File: src/rtl/r_ser_pkg.sv
// Shared definitions for the r_ser parallel-in/serial-out transmitter.
package r_ser_pkg;

  // Transmitter control states.
  typedef enum logic {
    IDLE  = 1'b0,
    SHIFT = 1'b1
  } ser_state_t;

  // Width of a counter that must hold the values 0..n-1.
  function automatic int cnt_width(input int n);
    return (n < 2) ? 1 : $clog2(n);
  endfunction

endpackage

File: src/rtl/r_shreg.sv
// N-bit loadable shift register with zero fill and a selectable shift direction.
// The serial output is the bit that leaves the register on the next shift.
module r_shreg #(
  parameter int N = 8
) (
  input  logic         clk,
  input  logic         reset,
  input  logic         load,
  input  logic         shift,
  input  logic         dir,    // 1: shift right (LSB out), 0: shift left (MSB out)
  input  logic [N-1:0] d,
  output logic         so
);

  logic [N-1:0] r_q;

  // Load has priority over shift; vacated positions fill with zero.
  always_ff @(posedge clk or posedge reset) begin
    if (reset) begin
      r_q <= '0;
    end else if (load) begin
      r_q <= d;
    end else if (shift) begin
      if (dir) r_q <= {1'b0, r_q[N-1:1]};
      else     r_q <= {r_q[N-2:0], 1'b0};
    end
  end

  assign so = dir ? r_q[0] : r_q[N-1];

endmodule

File: src/rtl/r_ser.sv
// Parallel-in, serial-out transmitter with an en/rdy load handshake.
// z comes straight from the shift register flop; zv is the state flop and
// done is a flop that anticipates the last-bit cycle, so all three are
// registered. rdy is decoded from state and counter.
module r_ser
  import r_ser_pkg::*;
#(
  parameter int N         = 8,
  parameter int LSB_FIRST = 1
) (
  input  logic         clk,
  input  logic         reset,
  input  logic [N-1:0] x,
  input  logic         en,
  output logic         rdy,
  output logic         z,
  output logic         zv,
  output logic         done
);

  localparam int             CW   = cnt_width(N);
  localparam logic [CW-1:0]  LAST = CW'(N - 1);
  localparam logic           DIR  = (LSB_FIRST != 0);

  ser_state_t    r_state;
  ser_state_t    w_state_nxt;
  logic [CW-1:0] r_cnt;
  logic [CW-1:0] w_cnt_nxt;
  logic          r_done;
  logic          w_load;
  logic          w_shift;
  logic          w_last;

  assign w_last  = (r_state == SHIFT) && (r_cnt == LAST);
  assign rdy     = (r_state == IDLE) || w_last;
  assign w_load  = en && rdy;
  // While a word is in flight the register shifts every cycle, except at the
  // last-bit edge when a back-to-back load overwrites it instead.
  assign w_shift = (r_state == SHIFT) && !w_load;

  // Next-state and counter: a load always restarts the count at 0.
  always_comb begin
    w_state_nxt = r_state;
    w_cnt_nxt   = r_cnt;
    if (w_load) begin
      w_state_nxt = SHIFT;
      w_cnt_nxt   = '0;
    end else if (w_last) begin
      w_state_nxt = IDLE;
      w_cnt_nxt   = '0;
    end else if (r_state == SHIFT) begin
      w_cnt_nxt   = r_cnt + 1'b1;
    end
  end

  // State, counter and done flop; done is set on the edge entering the last bit.
  always_ff @(posedge clk or posedge reset) begin
    if (reset) begin
      r_state <= IDLE;
      r_cnt   <= '0;
      r_done  <= 1'b0;
    end else begin
      r_state <= w_state_nxt;
      r_cnt   <= w_cnt_nxt;
      r_done  <= (w_state_nxt == SHIFT) && (w_cnt_nxt == LAST);
    end
  end

  r_shreg #(.N(N)) u_shreg (
    .clk   (clk),
    .reset (reset),
    .load  (w_load),
    .shift (w_shift),
    .dir   (DIR),
    .d     (x),
    .so    (z)
  );

  assign zv   = (r_state == SHIFT);
  assign done = r_done;

endmodule

File: config.mk
export PLATFORM = sky130hd
export DESIGN_NAME = r_ser
export DESIGN_NICKNAME = d
export VERILOG_FILES = /design/src/rtl/r_ser_pkg.sv /design/src/rtl/r_shreg.sv /design/src/rtl/r_ser.sv
export SDC_FILE = /design/constraint.sdc
export NUM_CORES = 1
export LEC_CHECK = 0
export CAP_MARGIN = 20
export CORE_AREA = 2 2 39 41
export CTS_CLUSTER_SIZE = 14
export DETAILED_ROUTE_END_ITERATION = 7
export DIE_AREA = 0 0 41 43
export GPL_TIMING_DRIVEN = 0
export PLACE_DENSITY_LB_ADDON = 0.1
export SYNTH_ARGS = -nofsm -noshare
export SYNTH_HDL_FRONTEND = slang
export SYNTH_SLANG_ARGS = --single-unit
File: constraint.sdc
create_clock -name clk -period 4.1 [get_ports clk]
set_input_delay 0.82 -clock clk [delete_from_list [all_inputs] [get_ports clk]]
set_output_delay 0.82 -clock clk [all_outputs]
set_load 0.01 [all_outputs]
==> results of run 1 <==
stage by stage:
stage	hold WS, ns	setup WS, ns	util [%]
CTS	0.478	1.30	59.2
global placement	0.452	1.63	57.3
global route	0.504	1.23	59.2
finish	0.477	1.31	59.2
floorplan	0.438	2.17	-
detailed placement	0.459	1.62	57.3
final timing paths:
kind,start,endpoint,slack (ns),cells after the start
hold / removal,u_shreg.r_q[3],u_shreg.r_q[2],0.48,2
setup reg to reg,r_cnt[0],u_shreg.r_q[6],2.51,6
hold reg to reg,u_shreg.r_q[3],u_shreg.r_q[2],0.48,2
max in group asynchronous,reset,u_shreg.r_q[1],2.90,2
min in group asynchronous,reset,u_shreg.r_q[7],0.86,2
setup / recovery,r_cnt[0],rdy,1.31,5
synth_stat cells, drive strengths merged:
cell type / instances
dfrtp: 13
nand2: 7
nor2b: 5
a211o: 4
o221a: 4
buf: 3
nand2b: 3
a32oi: 2
ha: 2
inv: 2
nand3: 2
nor2: 2
o21ai: 2
a21boi: 1
a22o: 1
a32o: 1
nand3b: 1
o311ai: 1
cell families after synthesis:
| group | count (synthesis) | synth area share (%) |
|---|---|---|
| simple gates | 20 | 16.8 |
| fa+ha+maj | 2 | 3.95 |
| compound gates | 16 | 22.5 |
| buf+inv | 5 | 5.34 |
| flops | 13 | 51.4 |
area by class of cell:
class	instances	area (sq um)
Tap cell	16	20.0
Fill cell	130	564
Multi-Input combinational cell	38	274
Clock buffer	4	26.3
Timing Repair Buffer	14	140
Buffer	3	26.3
Inverter	2	7.51
Sequential cell	13	325
layer usage:
| metal | up-vias | part of all wire [%] | GRT usage, % |
|---|---|---|---|
| li1 | 243 | - | - |
| met1 | 219 | 50 | 20.9 |
| met2 | 12 | 45 | 23.4 |
| met3 | 0 | 5.1 | 4.71 |
| met4 | 0 | 0 | 6.00 |
| met5 | - | 0 | 0 |
power breakdown:
| group | switching, mW | total, mW | internal (mW) |
|---|---|---|---|
| combinational | 0.0915 | 0.209 | 0.117 |
| clock | 0.0407 | 0.0784 | 0.0377 |
| sequential | 0.0344 | 0.210 | 0.176 |
| total | 0.167 | 0.497 | 0.331 |
flip-flops by register name (all words and copies together) (netlist names):
name / count
zv: 1
u_shreg.r_q: 8
done: 1
r_cnt: 3
worst register-to-register path, stage by stage (launching register included):
cell and delay [ns]:
dfrtp_1 0.42, ha_1 0.22, ha_1 0.22, nand2b_2 0.21, buf_6 0.15, a32oi_1 0.18, nand2_1 0.07
==> flow_summary.yaml, run 1 <==
placed_design:
  io_buffers: 14
  place_congestion: 0.692
  place_hpwl_microns: 876
  placed_cell_area_sq_um: 793
  dp.cells: 86
detailed_routing:
  dr.first_iter.drc_count: 7
  wl_per_cell_microns: 13.2
  detail_route.vias_per_cell: 5.27
  final_antenna_net_count: 0
  drt_first_pass_iters: 4
  route.vias.total: 474
  drc: 0
  wl_microns: 1190
power_and_ir_drop:
  finalPower_mw: 0.497
  p_per_area_nw_per_um2: 607
  leakagePower_nw: 0.368
  ir_worst_vdd_mv: 0.258
clock_network:
  h-tree-depth: 1
  hold_buffers: 0
  cts.clk_slew.worst_paths_ns: 0.08
  insertion_delay_ns: 0.27
  clock-sinks: 13
  ctsLongestPathBuffers: 2
  cts_buffers: 3
  post-cts-setup-buffer-count: 0
  cts_root_buf: "clkbuf_4"
  cts_tree: "yes"
  cts_resized: 0
floorplanning:
  die_y_microns: 43
  row_count: 14
  die_area_sq_um: 1760
  fp.dieW_microns: 41
  io-pin-count: 15
  start_util_pct: 45.8
  coreArea_sq_um: 1380
finish:
  design_area_sq_um: 820
  layout_commonest_cell: "clkdlybuf4s50_1"
  n_antenna_cell: 0
  areaGrowthSynthToFinish_pct: 29.4
  drive_above_1_share_pct: 10.8
  nets: 88
  layout.cells.non_filler: 90
  mostFrequentLayoutCells: "clkdlybuf4s50_1 (14), dfrtp_1 (13), nand2_1 (7)"
global_routing:
  gr-usage-all-layers_pct: 15.8
  grt_pass1_wl_microns: 1850
  grt_max_degree: 14
  antenna_found_initial: 0
  grt_pass1_vias: 438
  overflow: 0
setup_path:
  crit_fanout: 10
  start_kind: "flip-flop"
  slowest_stage: "clkdlybuf4s50_1"
  path_class: "reg -> out"
  arrival_ns: 1.97
  cpLargestDelayFamily: "buffers and inverters"
  path_buf_inv: 2
  critical-path-max-stage-delay_ns: 0.47
  cp-end-kind: "output pin"
  path_cells: "ha_1, ha_1, nand2b_2, buf_6, clkdlybuf4s50_1"
  cp_common_cell: "ha_1"
  worstPathRequired_ns: 3.28
sta:
  post-route-min-period_ns: 2.79
  skew_ns: 0.00673
  worstMarginPinSlew_ns: 0.493
  rsz0062_at_grt: "no"
  timing.slew.headroom_pct: 67.1
  max_freq_ghz: 0.358
  setup_violations: 0
  final_max_slew_viol_count: 0
  hold_viol_final: 0
  timing.final.crit_share_pct: 68.2
  totalNegativeSetupSlack_ns: 0
synthesis:
  syn_inst: 56
  seq_area_frac_synth_pct: 51.4
  ys_ff_latch: 13
  yosys.area.top_type: "dfrtp_1"
  synth_top_area_share_pct: 51.4
  synth_area_leaders: "dfrtp_1 (51%), o221a_1 (7.1%), a211o_1 (5.5%)"
  syn-num-nets: 69
  ys.warnings.count: 0
  yosysUniqueCellTypes: 21
  synthesis.area_sq_um: 633
  syn_area_per_cell_sq_um: 11.3
job:
  cap_violations: 0
run_status:
  outcome: "finished, final reports clean"
worst_hold_path:
  hp-class: "reg -> reg"
Power figures use the tool's default switching activity.
==> run 2, diff against run 1 <==
--- a/config.mk
+++ b/config.mk
@@ -6,10 +6,10 @@
 export NUM_CORES = 1
 export LEC_CHECK = 0
 export CAP_MARGIN = 20
-export CORE_AREA = 2 2 39 41
+export CORE_MARGIN = 2
+export CORE_UTILIZATION = 46
 export CTS_CLUSTER_SIZE = 14
 export DETAILED_ROUTE_END_ITERATION = 7
-export DIE_AREA = 0 0 41 43
 export GPL_TIMING_DRIVEN = 0
 export PLACE_DENSITY_LB_ADDON = 0.1
 export SYNTH_ARGS = -nofsm -noshare
==> constraint.sdc (replaced) <==
create_clock -name clk -period 2.8 [get_ports clk]
set_input_delay 0.56 -clock clk [delete_from_list [all_inputs] [get_ports clk]]
set_output_delay 0.56 -clock clk [all_outputs]
set_load 0.01 [all_outputs]
==> run 2 against run 1 <==
Against the previous run:
- sequential power rose by 46%
- combinational power rose by 45%
- power rose by 46%
- sequential share of layout area did not move
- count of clock-buffer cells in the layout fell by 1
- final area did not move
- utilization rose by 3.8 points
- largest cell class unchanged
==> flow_summary.yaml, run 2 (synthesis results as in run 1) <==
clock_network:
  cts_tree: "yes"
  ctsLongestPathBuffers: 2
  insertion_delay_ns: 0.28
  cts.clk_slew.worst_paths_ns: 0.08
  clock-sinks: 13
  h-tree-depth: 1
  cts_root_buf: "clkbuf_4"
  hold_buffers: 0
  cts_resized: 0
  cts_buffers: 3
  post-cts-setup-buffer-count: 0
finish:
  areaGrowthSynthToFinish_pct: 29.4
  nFillCells: 117
  largest_reg_flops: 8
  largest_register: "u_shreg.r_q"
  mostFrequentLayoutCells: "clkdlybuf4s50_1 (14), dfrtp_1 (13), nand2_1 (7)"
  final_util_pct: 63.0
  layout_commonest_cell: "clkdlybuf4s50_1"
  nets: 88
  drive_above_1_share_pct: 12.2
  layout.cells.non_filler: 89
  largestRegisters: "u_shreg.r_q: 8 flops, r_cnt: 3 flops"
  n_antenna_cell: 0
sta:
  rsz0062_at_grt: "no"
  timing.final.crit_share_pct: 89.9
  hold_viol_final: 0
  fin_ws_ns: 0.282
  max_freq_ghz: 0.397
  totalNegativeSetupSlack_ns: 0
  setup_violations: 0
  skew_ns: 0.00271
  timing.slew.headroom_pct: 68.4
  worstMarginPinSlew_ns: 0.474
  final_max_slew_viol_count: 0
  post-route-min-period_ns: 2.52
power_and_ir_drop:
  power_frac_seq_pct: 42.2
  finalPower_mw: 0.727
  clockPowerShare_pct: 15.9
  p_per_area_nw_per_um2: 886
  swShare_pct: 33.8
  leakagePower_nw: 0.371
  ir_worst_vdd_mv: 0.444
  p_comb_share_pct: 41.9
  netSwitchingPower_mw: 0.246
  internal_power_mw: 0.481
setup_path:
  slowest_stage: "clkdlybuf4s50_1"
  crit_fanout: 10
  arrival_ns: 1.96
  worstPathRequired_ns: 2.24
  reg2reg_slack_ns: 1.23
  path_cells: "ha_1, ha_1, nand2b_2, buf_6, clkdlybuf4s50_1"
  start_kind: "flip-flop"
  cp-end-kind: "output pin"
  path_buf_inv: 2
  path_class: "reg -> out"
  cpLargestDelayFamily: "buffers and inverters"
  critical-path-max-stage-delay_ns: 0.47
  cp_common_cell: "ha_1"
run_status:
  outcome: "finished, final reports clean"
placed_design:
  dp.cells: 85
  place_hpwl_microns: 866
  dpl_worst_slack_ns: 0.596
  io_buffers: 14
  place_congestion: 0.669
floorplanning:
  row_count: 13
  io-pin-count: 15
  start_util_pct: 48.7
  coreArea_sq_um: 1300
  die_y_microns: 41.1
  die_area_sq_um: 1690
  fp.dieW_microns: 41.1
detailed_routing:
  wl_microns: 1200
  final_antenna_net_count: 0
  drt_first_pass_iters: 4
  dr.first_iter.drc_count: 14
  drc: 0
  route.vias.total: 496
  detail_route.vias_per_cell: 5.57
  wl_per_cell_microns: 13.4
global_routing:
  grt_pass1_wl_microns: 1890
  grt_max_degree: 14
  gr-usage-all-layers_pct: 17.2
  grt_pass1_vias: 419
  overflow: 0
  antenna_found_initial: 0
worst_hold_path:
  hp-class: "reg -> reg"
job:
  cap_violations: 0
[run 2: cell types whose count changed in the layout (fill, tap and decap cells not counted), sizes merged]
cell / delta
clkinv: +1
clkbuf: -1
[run 2: layer usage]
| layer | track usage (%) | vias up | routed length, microns |
|---|---|---|---|
| li1 | - | 244 | - |
| met1 | 24.6 | 234 | 582 |
| met2 | 25.0 | 18 | 546 |
| met3 | 4.89 | 0 | 68 |
| met4 | 4.84 | 0 | 0 |
| met5 | 0 | - | 0 |
[run 2: worst paths after layout]
kind / startpoint / to / depth (start not counted)
worst max-delay path: r_cnt[0] / rdy / 5
worst min-delay path: u_shreg.r_q[7] / u_shreg.r_q[6] / 2
worst max register to register: r_cnt[0] / u_shreg.r_q[2] / 6
worst min register to register: u_shreg.r_q[7] / u_shreg.r_q[6] / 2
max in group asynchronous: reset / u_shreg.r_q[6] / 2
min in group asynchronous: reset / u_shreg.r_q[0] / 2
[run 2: cell type report]
cell class,count,area [sq um],area share (%)
repair buffers,14,140,17.1
clock buffers,3,22.5,2.75
inverters,2,7.51,0.916
well taps,15,18.8,2.29
plain buffers,3,26.3,3.21
flip-flops and latches,13,325,39.7
clock inverters,1,5.00,0.611
multi-input cells,38,274,33.4
[run 2: through the flow]
stage               hold slack [ns]  area, sq um
floorplan                     0.437          633
global placement              0.456          792
detailed placement            0.470          792
CTS                           0.490          820
global route                  0.497          820
finish                        0.486          820
[run 2: power by group through the flow]
stage / logic (mW) / clock network, mW / registers [mW]
finish: 0.304 / 0.116 / 0.307
global route: 0.347 / 0.131 / 0.315
CTS: 0.308 / 0.120 / 0.307
detailed placement: 0.305 / 0 / 0.311
global placement: 0.300 / 0 / 0.308
floorplan: 0.210 / 0 / 0.304
[run 2: tightest hold or removal path, delay by kind of cell (launching register included)]
| kind | cells | cell delay [ns] |
|---|---|---|
| flops | 1 | 0.35 |
| simple gates | 2 | 0.11 |
